**src/rtl/stage_pre_if.sv**
```systemverilog
// Pre-IF fetch stage: owns the fetch PC, issues one SRAM-style request at a time and buffers the word for IF.
// Optional misaligned-fetch trap enabled by defining PREIF_ADEF_CHECK_EN.
module stage_pre_if #(
  parameter logic [31:0] RESET_PC = 32'h1c000000
) (
  input  logic        clk,
  input  logic        rst_n,
  input  logic        allowout,
  output logic        validout,
  output logic [31:0] output_pc,
  output logic [31:0] output_inst,
  output logic        output_adef,
  input  logic        redirect_valid,
  input  logic [31:0] redirect_pc,
  output logic        inst_sram_req,
  output logic [31:0] inst_sram_addr,
  input  logic        inst_sram_addr_ok,
  input  logic        inst_sram_data_ok,
  input  logic [31:0] inst_sram_rdata
);

  typedef enum logic [1:0] {IDLE, REQ, WAIT, HOLD} state_t;

  state_t      state, state_nxt;
  logic [31:0] pc, pc_nxt;
  logic [31:0] req_addr, req_addr_nxt;
  logic [31:0] buf_pc, buf_pc_nxt;
  logic [31:0] buf_inst, buf_inst_nxt;
  logic        buf_adef, buf_adef_nxt;
  logic        discard, discard_nxt;
  logic        addr_err;

`ifdef PREIF_ADEF_CHECK_EN
  assign addr_err       = (req_addr[1:0] != 2'b00);
  assign inst_sram_addr = req_addr;
`else
  assign addr_err       = 1'b0;
  assign inst_sram_addr = {req_addr[31:2], 2'b00};
`endif

  assign inst_sram_req = (state == REQ) && !addr_err;
  assign validout      = (state == HOLD);
  assign output_pc     = buf_pc;
  assign output_inst   = buf_inst;
  assign output_adef   = buf_adef;

  always_ff @(posedge clk or negedge rst_n) begin
    if (!rst_n) begin
      state    <= IDLE;
      pc       <= RESET_PC;
      req_addr <= RESET_PC;
      discard  <= 1'b0;
      buf_pc   <= '0;
      buf_inst <= '0;
      buf_adef <= 1'b0;
    end else begin
      state    <= state_nxt;
      pc       <= pc_nxt;
      req_addr <= req_addr_nxt;
      discard  <= discard_nxt;
      buf_pc   <= buf_pc_nxt;
      buf_inst <= buf_inst_nxt;
      buf_adef <= buf_adef_nxt;
    end
  end

  always_comb begin
    state_nxt    = state;
    pc_nxt       = pc;
    req_addr_nxt = req_addr;
    discard_nxt  = discard;
    buf_pc_nxt   = buf_pc;
    buf_inst_nxt = buf_inst;
    buf_adef_nxt = buf_adef;
    case (state)
      IDLE: begin
        state_nxt    = REQ;
        req_addr_nxt = pc;
      end
      REQ: begin
        if (addr_err) begin
          // A trapped fetch completes locally in one cycle, so a redirect behaves like a dropped return.
          if (redirect_valid) begin
            req_addr_nxt = redirect_pc;
            discard_nxt  = 1'b0;
          end else if (discard) begin
            req_addr_nxt = pc;
            discard_nxt  = 1'b0;
          end else begin
            state_nxt    = HOLD;
            buf_pc_nxt   = req_addr;
            buf_inst_nxt = 32'h0;
            buf_adef_nxt = 1'b1;
          end
        end else begin
          if (inst_sram_addr_ok) state_nxt = WAIT;
          if (redirect_valid)    discard_nxt = 1'b1;
        end
      end
      WAIT: begin
        if (inst_sram_data_ok) begin
          if (redirect_valid) begin
            state_nxt    = REQ;
            req_addr_nxt = redirect_pc;
            discard_nxt  = 1'b0;
          end else if (discard) begin
            state_nxt    = REQ;
            req_addr_nxt = pc;
            discard_nxt  = 1'b0;
          end else begin
            state_nxt    = HOLD;
            buf_pc_nxt   = req_addr;
            buf_inst_nxt = inst_sram_rdata;
            buf_adef_nxt = 1'b0;
          end
        end else if (redirect_valid) begin
          discard_nxt = 1'b1;
        end
      end
      HOLD: begin
        if (redirect_valid) begin
          state_nxt    = REQ;
          req_addr_nxt = redirect_pc;
        end else if (allowout) begin
          state_nxt    = REQ;
          pc_nxt       = pc + 32'd4;
          req_addr_nxt = pc + 32'd4;
        end
      end
      default: state_nxt = IDLE;
    endcase
    if (redirect_valid) pc_nxt = redirect_pc;
  end

endmodule

```
**config.mk**
```make
export PLATFORM = sky130hd
export DESIGN_NAME = stage_pre_if
export DESIGN_NICKNAME = d
export VERILOG_FILES = /design/src/rtl/stage_pre_if.sv
export SDC_FILE = /design/constraint.sdc
export NUM_CORES = 1
export LEC_CHECK = 0
export BUFFER_PORTS_ARGS = -buffer_cell sky130_fd_sc_hd__buf_4
export CAP_MARGIN = 40
export CORE_MARGIN = 2
export CORE_UTILIZATION = 54
export DETAILED_ROUTE_END_ITERATION = 6
export PLACE_DENSITY = 0.8
export RECOVER_POWER = 100
export SYNTH_ARGS = -nofsm -noshare
export SYNTH_HDL_FRONTEND = slang
export SYNTH_SLANG_ARGS = --single-unit
```
**constraint.sdc**
```tcl
create_clock -name clk -period 2.94 [get_ports clk]
set_clock_uncertainty 0.1 [all_clocks]
set_input_delay 0.441 -clock clk [delete_from_list [all_inputs] [get_ports clk]]
set_output_delay 0.441 -clock clk [all_outputs]
set_load 0.01 [all_outputs]
```
* After elaboration in Yosys (flattened, before gate mapping) *
Cells that the tools add are included.

word-level totals
  flip-flop bits (word level) = 131
  bits of input ports = 70
  logic and storage cells = 43

operators by class
  $add $sub $neg = 1
  eq/ne operators = 7
  mux-type cells = 18
  bitwise logic cells = 3
  reductions and logical operators = 8

operator list
  kind                   number
  $mux 32                7
  $pmux 32 s3            1
  $add 32x3->32 const B  1
  $mux 2                 6
  $pmux 2 s4             1
  $reduce_and 4->1       2
  $reduce_bool 2->1      3
  $eq 2x2->1 const B     2
  $ne 3x2->1 const B     1
  $ne 3x3->1 const B     1
  $not 1->1              3
  $reduce_and 3->1       1
  $eq 2x1->1 const B     1
  $logic_not 2->1        1
  $mux 1                 2
  $ne 2x1->1 const B     1
  $ne 2x2->1 const B     1
  $pmux 1 s2             1
  $reduce_and 2->1       1

* Depth between registers and ports, before layout *
Gate-level depths: netlist of run 1.

  word-level depth = 4
  mapped depth = 10

* Worst setup path after synthesis of run 1 *
Ideal clock, no wire load.

  path kind = register to register
  start point = register state[0]
  end point = register req_addr[29]
  arrival time = 2.087 ns
  setup slack = 0.627 ns
  cell stages (with the launch flop) = 9
  path buffers = 2
  clock period less this slack = 2.313 ns
  path through = dfrtp_1 > inv_1 > ha_1 > clkbuf_1 > nor2b_1 > or4_1 > buf_2 > a221o_1 > o32a_1

on the way
  word-level cells in the longest chain between the ends = 3
  elaborated cells on any way between the ends = 10

RTL lines
  element                                                    line  text
  start, declared                                            24    state_t state, state_nxt;
  start signal, assigned                                     57    state <= state_nxt;
  $eq 2x2->1 or $eq 2x1->1 (tied branches)                   75    case (state)
  $ne 3x3->1 (no source line), or another cell as far along  --
  $reduce_and 4->1 (no source line)                          --
  end signal, assigned                                       59    req_addr <= req_addr_nxt;
  end, declared                                              26    logic [31:0] req_addr, req_addr_nxt;

Parallel ways exist; a longest one is shown, timed or not.
A chain may end at the register's enable or synchronous reset.

* Worst setup path in the final report of run 1 *
  start point = register state[0]
  end point = register req_addr[7]

Same word-level chain as after synthesis.

==> reports/qor.txt, run 1 <==
Std-Cell Rows: 41
Htree depth: 4
Crit path arrival time: 2.90 ns
Achievable frequency: 373.9 MHz
Mapped Cells: 694
Cell variety after synth: 66
Die area: 14070 um2
MaxCap Viol Count: 2
Share of layout cells above drive strength 1: 0.2632
Post-Syn Area: 7093 um2
Biggest area consumer among synthesized cells: dfrtp_1
Cell breakdown of the critical path: ha_1 > clkbuf_2 > inv_1 > or4_1 > a21oi_1 > a221oi_1 > o21ai_0
Final setup vio count: 0
Outcome: finished, violations left
Routed via count: 6073
WS Path Type: register to register
Worst-skew pair later-pin latency: 0.42 ns
Failing checks: max-capacitance violations, max-slew violations
Yosys reg bits: 131
Worst-path clk slew: 0.06 ns
Initial antenna violation count: 0
Final cycle utilization of the critical path: 0.9096
Post-detail-place hpwl: 13.41 mm
Worst path required time: 3.17 ns
Root buffer cell: clkbuf_16
DIE WIDTH: 118.6 um
IO Pins: 169
Max Slew Vio Count: 64
Number of global-route vias before repair: 5862
Post-DRT Antenna Nets: 0
Total wire length: 19.39 mm
TNS Setup: 0 ns
Post-CTS setup buffer count: 0
Area contributors post-synth: dfrtp_1 (44%), mux2_2 (12%), buf_4 (3.5%)
Count leader, synth: dfrtp_1
Pwr dens: 911.6 nW/um2
Starting DRT DRC Count: 468
Synth async-reset ratio: 1.000
Die Ht: 118.6 um
CP max FO: 22
Synth Flop Type: dfrtp_1
CP Capture Type: register
Initial Util: 0.5575
P_leak: 3.737 nW
# placed instances: 971
Total power: 7.781 mW
Via density: 6.049
Worst vdd ir: 0.0008728 V
Post-synth EDFFs: 0
Startpoint Class: register
CTS tree: done
Commonest cells post-synth: dfrtp_1 (125), mux2_2 (76), nand2_1 (62)
Core Footprint: 12720 um2
Yosys top cell area share: 0.4410
Largest net degree at the start of global routing: 64
PortBufs: 165
CTS sink count: 131
Worst hold-check path type: input port to register
Routed length per instance: 19.31 um
Synth Area per Inst: 10.22 um2
DRC viols: 0
Crit path largest cell delay: 0.58 ns
Syn. warnings: 0
Slowest-stage cell, CP: or4_1
Maximum clock path buffer count: 2
Number of CTS-inserted buffers: 17
Worst-margin pin slew: 1.585 ns
Area growth, synth to finish: 20.34%
Crit path time final: 2.674 ns
TritonRoute pass-1 iters: 5
Nets: 894
Number of inserted diodes: 0
Sequential area share after synthesis: 0.4632
Overflow after GRT: 0
First-pass GRT wire length: 30.71 mm
Max-Slew Margin vs Limit: -0.05649
Final non-filler cell total: 1004
GPL Wtd Cong: 0.8912
Gr usage total: 0.2767
Final Hold Viols: 0
Unrepaired setup endpoints after global routing: no
final cells by class:
class,instances,area (um2)
Clock buffer,18,439.2
Clock inverter,14,201.4
Fill cell,1065,4187
Inverter,17,63.81
Multi-Input combinational cell,464,3277
Sequential cell,131,3286
Tap cell,172,215.2
Timing Repair Buffer,188,1054
stage by stage:
step                worst slack (ns)    util  instance area, um2  hold WS (ns)
floorplan                     0.6273       -                7101       0.04541
global placement              0.4689  0.6503                8273        0.3461
detailed placement            0.3521  0.6509                8280        0.3568
CTS                           0.3388  0.7020                8931        0.1243
global route                  0.1239  0.6709                8536        0.1416
finish                        0.2657  0.6709                8536        0.1377
placed cells by master (no fill, tap or decap), drive strengths merged, types with 9 or more instances in the layout:
cell / instances
mux2: 76
a31oi: 9
mux2i: 9
clkbuf: 120
a21oi: 31
o211ai: 10
nand2: 62
nor3: 14
dfrtp: 125
nand4: 16
inv: 19
a221oi: 19
nand3: 17
buf: 85
nor4: 10
nor2: 41
xnor2: 9
o21ai: 37
layer usage:
metal	vias to the layer above	share of wire	GRT usage
met4	0	0.019	0.1071
met2	341	0.47	0.4397
met1	2938	0.43	0.3731
li1	2754	-	-
met3	40	0.077	0.05647
met5	-	0	0
critical path, delay by kind of cell, from the launching register on:
family                     cells  cell delay (ns)
DFF                            1             0.41
AOI/OAI and AO/OA              3             0.50
buffers and inverters          2             0.80
and+or+nand+nor                1             0.58
adders and majority gates      1             0.18
report_power, final:
| group | internal, mW | total [mW] | leakage (nW) | switching, mW |
|---|---|---|---|---|
| registers | 2.39 | 2.83 | 1.66 | 0.437 |
| clock network | 1.45 | 2.28 | 0.307 | 0.830 |
| logic | 1.08 | 2.67 | 1.77 | 1.58 |
cells by family after synthesis:
family          synth area share
other cells            0.0005287
fa+ha+maj               0.008820
compound gates            0.1457
buf+inv                  0.07462
simple gates              0.1565
mux                       0.1334
xor+xnor                 0.01729
flops                     0.4632
state kept, by name (all words and copies together) (netlist names):
signal	flops
output_inst	32
state	2
output_pc	32
pc	32
discard	1
req_addr	32
worst paths after layout:
| check | startpoint | to | slack, ns | cells after the start |
|---|---|---|---|---|
| worst max-delay path | state[0] | req_addr[7] | 0.27 | 7 |
| worst min-delay path | redirect_pc[30] | pc[30] | 0.14 | 3 |
| worst max register to register | state[0] | req_addr[7] | 0.27 | 7 |
| worst min register to register | req_addr[1] | req_addr[1] | 0.38 | 2 |
| max in group asynchronous | rst_n | output_pc[13] | 0.51 | 3 |
| min in group asynchronous | rst_n | output_pc[2] | 0.83 | 2 |
repair_timing:
| item | 4_1_cts | 5_1_grt |
|---|---|---|
| hold buffers | 1 | 0 |
| hold endpoints to repair | 60 | 0 |
| gates resized for setup | 0 | 0 |
Note: power is estimated with default switching activity, not from simulation.
==> run 2, diff against run 1 <==
--- a/config.mk
+++ b/config.mk
@@ -8,9 +8,9 @@
 export BUFFER_PORTS_ARGS = -buffer_cell sky130_fd_sc_hd__buf_4
 export CAP_MARGIN = 40
 export CORE_MARGIN = 2
-export CORE_UTILIZATION = 54
+export CORE_UTILIZATION = 59
 export DETAILED_ROUTE_END_ITERATION = 6
-export PLACE_DENSITY = 0.8
+export PLACE_DENSITY = 0.87
 export RECOVER_POWER = 100
 export SYNTH_ARGS = -nofsm -noshare
 export SYNTH_HDL_FRONTEND = slang
==> constraint.sdc (replaced) <==
create_clock -name clk -period 3.1 [get_ports clk]
set_clock_uncertainty 0.1 [all_clocks]
set_input_delay 0.465 -clock clk [delete_from_list [all_inputs] [get_ports clk]]
set_output_delay 0.465 -clock clk [all_outputs]
set_load 0.01 [all_outputs]
==> reports/qor.txt, run 2 (same netlist as run 1, synthesis figures left out) <==
Outcome: finished clean
DP Area: 8239 um2 (-0.50%)
Post-CTS setup buffer count: 0 (unchanged)
Cell area after layout: 8428 um2 (-1.3%)
Routed via count: 6197 (+2.0%)
Sw Share: 0.3636 (-0.002785)
Worst vdd ir: 0.0005061 V (-42%)
Worst hold-check path type: input port to register
Internal power: 4.576 mW (-7.2%)
Area growth, synth to finish: 18.82%
Worst-skew pair later-pin latency: 0.41 ns (about the same)
TNS Setup: 0 ns (unchanged)
Hold path cells: 2 (-1)
Final Hold Viols: 0 (unchanged)
CP max FO: 51 (+130%)
DRC viols: 0 (unchanged)
Starting DRT DRC Count: 592 (+26%)
Die area: 12920 um2 (-8.2%)
Number of inserted diodes: 0 (unchanged)
Post-DRT Antenna Nets: 0 (unchanged)
First-pass GRT wire length: 30.96 mm (+0.81%)
Unrepaired setup endpoints after global routing: no
FF-to-FF End: output_pc[3]
CTS tree: done
Worst path required time: 3.30 ns (+0.13 ns)
IO Pins: 169 (unchanged)
Commonest non-fill, non-tap cells in the layout: dfrtp_1 (125), clkbuf_1 (97), buf_4 (81)
Clock network power share: 0.280 (-0.013)
Reg2Reg Depth: 6 (-1)
Comb power frac: 0.344 (about the same)
CTS sink count: 131 (unchanged)
Number of global-route vias before repair: 6155 (+5.0%)
Number of CTS-inserted buffers: 17 (unchanged)
Crit path arrival time: 2.97 ns (+0.07 ns)
Nets: 890 (-0.45%)
Max-Slew Margin vs Limit: 0.04929 (+0.1058)
Crit path time final: 2.773 ns (+0.09827 ns)
Routed length per instance: 19.77 um (+2.4%)
MaxCap Viol Count: 0 (-2)
Hold_sp: inst_sram_data_ok
PostCTS Resize Cnt: 0 (unchanged)
Share of layout cells above drive strength 1: 0.2521 (-0.01110)
Net Switching: 2.614 mW (-8.3%)
Sequential fraction of design power: 0.375 (+0.011)
Gr usage total: 0.3042 (+0.02750)
Reg-to-Reg Start: state[0]
Htree depth: 4 (unchanged)
PortBufs: 165 (unchanged)
Worst-margin pin slew: 1.426 ns (-0.1587 ns)
Reg2Reg Setup Slack: 0.33 ns (+0.06 ns)
Root buffer cell: clkbuf_16
GPL Wtd Cong: 0.9561 (+7.3%)
Initial Util: 0.5980 (+0.04046)
Largest net degree at the start of global routing: 73 (+14%)
Post-detail-place hpwl: 13.07 mm (-2.6%)
Die Ht: 113.6 um (-4.2%)
Core Footprint: 11860 um2 (-6.8%)
Std-Cell Rows: 40 (-2.4%)
Fin Hold WS: 0.1669 ns (+0.02923 ns)
Worst-path clk slew: 0.05 ns (about the same)
Worst Hold End: discard
Via density: 6.376 (+5.4%)
Maximum clock path buffer count: 2 (unchanged)
Max Slew Vio Count: 0 (-100%)
Total wire length: 19.22 mm (-0.89%)
Startpoint Class: register
Final cycle utilization of the critical path: 0.8944 (-0.01525)
Commonest non-fill, non-tap cell in the layout: dfrtp_1
Pwr dens: 853.2 nW/um2 (-6.4%)
P_leak: 3.717 nW (-0.53%)
Overflow after GRT: 0 (unchanged)
Final non-filler cell total: 972 (-3.2%)
Achievable frequency: 360.7 MHz (-3.5%)
WS Path Type: register to register
Initial antenna violation count: 0 (unchanged)
# placed instances: 942 (-3.0%)
CP Capture Type: register
DIE WIDTH: 113.6 um (-4.2%)
TritonRoute pass-1 iters: 5 (unchanged)
Final setup vio count: 0 (unchanged)
## run 2: cell count changes in the layout (fill, tap and decap cells not counted), sizes merged
cell / change
clkbuf: +5
inv: -3
clkinv: -3
buf: -2
bufinv: -2
clkinvlp: -2
## run 2: final cells by class
type / instances / area (um2)
tap: 147 / 183.9
clock inverter: 4 / 70.07
multi-input combinational: 464 / 3262
timing repair buffer: 184 / 1037
fill: 912 / 3433
sequential: 131 / 3286
clock buffer: 25 / 525.5
inverter: 17 / 63.81
## run 2: repair_timing
| action | in CTS | in global routing |
|---|---|---|
| setup endpoints to repair | 0 | 0 |
| hold buffers | 1 | 0 |
| hold endpoints to repair | 57 | 0 |
## run 2: how the worst max path moves through the flow
stage              startpoint            to
2_1_floorplan        state[0]  req_addr[29]
4_1_cts              state[0]  output_pc[3]
3_3_place_gp   redirect_valid  req_addr[24]
6_report             state[0]  output_pc[3]
3_5_place_dp         state[0]  output_pc[4]
5_1_grt              state[0]  output_pc[4]
## run 2: per-layer routing
layer,GRT usage,part of all wire
met5,0,0
met4,0.1309,0.032
met3,0.07386,0.094
met2,0.5034,0.48
met1,0.3845,0.39
## run 2: metrics by stage
step                  util  worst slack, ns  power (mW)
floorplan                -           0.7873       4.455
global placement    0.6923           0.6056       5.418
detailed placement  0.6946           0.4859       5.550
CTS                 0.7457           0.4684       7.589
global route        0.7105           0.1504       7.586
finish              0.7105           0.3274       7.191
## run 2: worst max-delay path, cell delays in order (launching register included)
cell and delay [ns]:
dfrtp_1 0.43, inv_1 0.08, ha_1 0.23, nor3b_1 0.43, and2_2 0.47, buf_6 0.45, mux2_2 0.40
## run 2: power groups by stage
stage | clock, mW | sequential [mW] | combinational, mW
after floorplan | 0 | 2.70 | 1.75
after global placement | 0 | 2.69 | 2.73
after detailed placement | 0 | 2.73 | 2.82
after CTS | 2.03 | 2.71 | 2.85
after global routing | 2.11 | 2.76 | 2.72
final | 2.02 | 2.70 | 2.48
==> run 3, diff against run 2 <==
--- a/config.mk
+++ b/config.mk
@@ -11,7 +11,7 @@
 export CORE_UTILIZATION = 59
 export DETAILED_ROUTE_END_ITERATION = 6
 export PLACE_DENSITY = 0.87
-export RECOVER_POWER = 100
+export RECOVER_POWER = 50
 export SYNTH_ARGS = -nofsm -noshare
 export SYNTH_HDL_FRONTEND = slang
 export SYNTH_SLANG_ARGS = --single-unit
==> reports/qor.txt, run 3 (same netlist as run 1, synthesis figures left out) <==
Worst vdd ir: 0.0005364 V (+6.0%)
Comb power frac: 0.350 (+0.006)
Die Ht: 113.6 um (unchanged)
Share of layout cells above drive strength 1: 0.2739 (+0.02182)
Max Slew Vio Count: 0 (unchanged)
Routed length per instance: 19.87 um (+0.52%)
Number of inserted diodes: 0 (unchanged)
CTS tree: done
Final cycle utilization of the critical path: 0.8624 (-0.03202)
Startpoint Class: register
Total wire length: 19.32 mm (+0.52%)
# placed instances: 942 (unchanged)
Commonest non-fill, non-tap cells in the layout: dfrtp_1 (125), buf_4 (94), clkbuf_1 (87)
Final non-filler cell total: 972 (unchanged)
Net Switching: 2.626 mW (+0.45%)
Fillers: 885 (-3.0%)
Post-detail-place hpwl: 13.07 mm (unchanged)
MaxCap Viol Count: 0 (unchanged)
Std-Cell Rows: 40 (unchanged)
CP Capture Type: register
Buffers & Inverters on Critical Path: 2 (unchanged)
Routed via count: 6210 (+0.21%)
DIE WIDTH: 113.6 um (unchanged)
Fin Hold WS: 0.1669 ns (-0.00001500 ns)
CP max FO: 51 (unchanged)
Nets: 890 (unchanged)
Post-CTS setup buffer count: 0 (unchanged)
TNS Setup: 0 ns (unchanged)
Worst-skew pair later-pin latency: 0.42 ns (about the same)
Worst path required time: 3.30 ns (about the same)
Via density: 6.389 (+0.21%)
Slowest-stage cell, CP: and2_2
Initial Util: 0.5980 (unchanged)
Achievable frequency: 374.1 MHz (+3.7%)
Worst-margin pin slew: 1.435 ns (+0.008713 ns)
Gr usage total: 0.3042 (unchanged)
DRC viols: 0 (unchanged)
Internal power: 4.640 mW (+1.4%)
P_leak: 3.784 nW (+1.8%)
Worst hold-check path type: input port to register
Commonest non-fill, non-tap cell in the layout: dfrtp_1
First-pass GRT wire length: 30.96 mm (unchanged)
WS Path Type: register to register
PortBufs: 165 (unchanged)
Overflow after GRT: 0 (unchanged)
Crit path largest cell delay: 0.50 ns (+0.03 ns)
Initial antenna violation count: 0 (unchanged)
Final setup vio count: 0 (unchanged)
Final Hold Viols: 0 (unchanged)
Starting DRT DRC Count: 581 (-1.9%)
Total power: 7.266 mW (+1.0%)
IO Pins: 169 (unchanged)
Root buffer cell: clkbuf_16
Pwr dens: 853.2 nW/um2 (about the same)
Max-Slew Margin vs Limit: 0.04348 (-0.005809)
Crit path arrival time: 2.87 ns (-0.10 ns)
Number of global-route vias before repair: 6155 (unchanged)
Number of CTS-inserted buffers: 17 (unchanged)
Crit path time final: 2.673 ns (-0.09926 ns)
Area growth, synth to finish: 20.06%
Maximum clock path buffer count: 2 (unchanged)
Die area: 12920 um2 (unchanged)
Post-route setup slack: 0.4267 ns (+0.09926 ns)
Htree depth: 4 (unchanged)
Worst-path clk slew: 0.06 ns (about the same)
Clock network power share: 0.278 (-0.002)
Sw Share: 0.3614 (-0.002140)
Post-DRT Antenna Nets: 0 (unchanged)
Core Footprint: 11860 um2 (unchanged)
Cell breakdown of the critical path: inv_1 > ha_1 > nor3b_1 > and2_2 > buf_12 > mux2_2
PostCTS Resize Cnt: 0 (unchanged)
Sequential fraction of design power: 0.372 (-0.003)
Critical path's top delay family: simple AND/OR/NAND/NOR gates
CTS sink count: 131 (unchanged)
TritonRoute pass-1 iters: 6 (+1)
GPL Wtd Cong: 0.9561 (unchanged)
Largest net degree at the start of global routing: 73 (unchanged)
Unrepaired setup endpoints after global routing: no
Outcome: finished clean
Dpl ws: 0.4859 ns (unchanged)
-- run 3: cell count changes in the layout (fill, tap and decap cells not counted), sizes merged --
cell / previous run / this run
buf: 83 / 96
clkbuf: 125 / 112
-- run 3: power by group through the flow --
| stage | registers [mW] | clock network [mW] | logic [mW] |
|---|---|---|---|
| 4_1_cts | 2.71 | 2.03 | 2.85 |
| 3_3_place_gp | 2.69 | 0 | 2.73 |
| 2_1_floorplan | 2.70 | 0 | 1.75 |
| 3_5_place_dp | 2.73 | 0 | 2.82 |
| 6_report | 2.70 | 2.02 | 2.54 |
| 5_1_grt | 2.77 | 2.11 | 2.78 |
-- run 3: routing by layer --
layer | track usage | wire length (um)
met1 | 0.3845 | 7567
met2 | 0.5034 | 9314
met3 | 0.07386 | 1859
met4 | 0.1309 | 574
met5 | 0 | 0
-- run 3: worst paths after layout --
path | startpoint | to | slack (ns) | cells after the start
max reg2reg | state[0] | output_pc[3] | 0.43 | 6
max | state[0] | output_pc[3] | 0.43 | 6
min reg2reg | req_addr[1] | req_addr[1] | 0.39 | 2
max in group asynchronous | rst_n | pc[28] | 0.87 | 4
min in group asynchronous | rst_n | output_inst[15] | 0.83 | 2
min | inst_sram_data_ok | discard | 0.17 | 2
-- run 3: area by class of cell --
class / instances / area [um2] / share of cell area
Multi-Input combinational cell: 464 / 3296 / 0.3870
Sequential cell: 131 / 3286 / 0.3858
Timing Repair Buffer: 184 / 1091 / 0.1281
Clock buffer: 25 / 525.5 / 0.06171
Tap cell: 147 / 183.9 / 0.02160
Clock inverter: 4 / 70.07 / 0.008228
Inverter: 17 / 63.81 / 0.007493
-- run 3: what timing repair did --
item / CTS / global route
hold endpoints to repair: 57 / 0
hold buffers: 1 / 0
setup endpoints to repair: 0 / 0
-- run 3: through the flow --
step                      instance area (um2)    util
after CTS                                8845  0.7457
after floorplan                          7101       -
after detailed placement                 8239  0.6946
final                                    8516  0.7179
after global routing                     8516  0.7179
after global placement                   8212  0.6923
-- run 3: worst register-to-register path, cell delays in order, from the launching register on --
cell and delay, ns:
dfrtp_1 0.43, inv_1 0.08, ha_1 0.23, nor3b_1 0.46, and2_2 0.50, buf_12 0.32, mux2_2 0.44
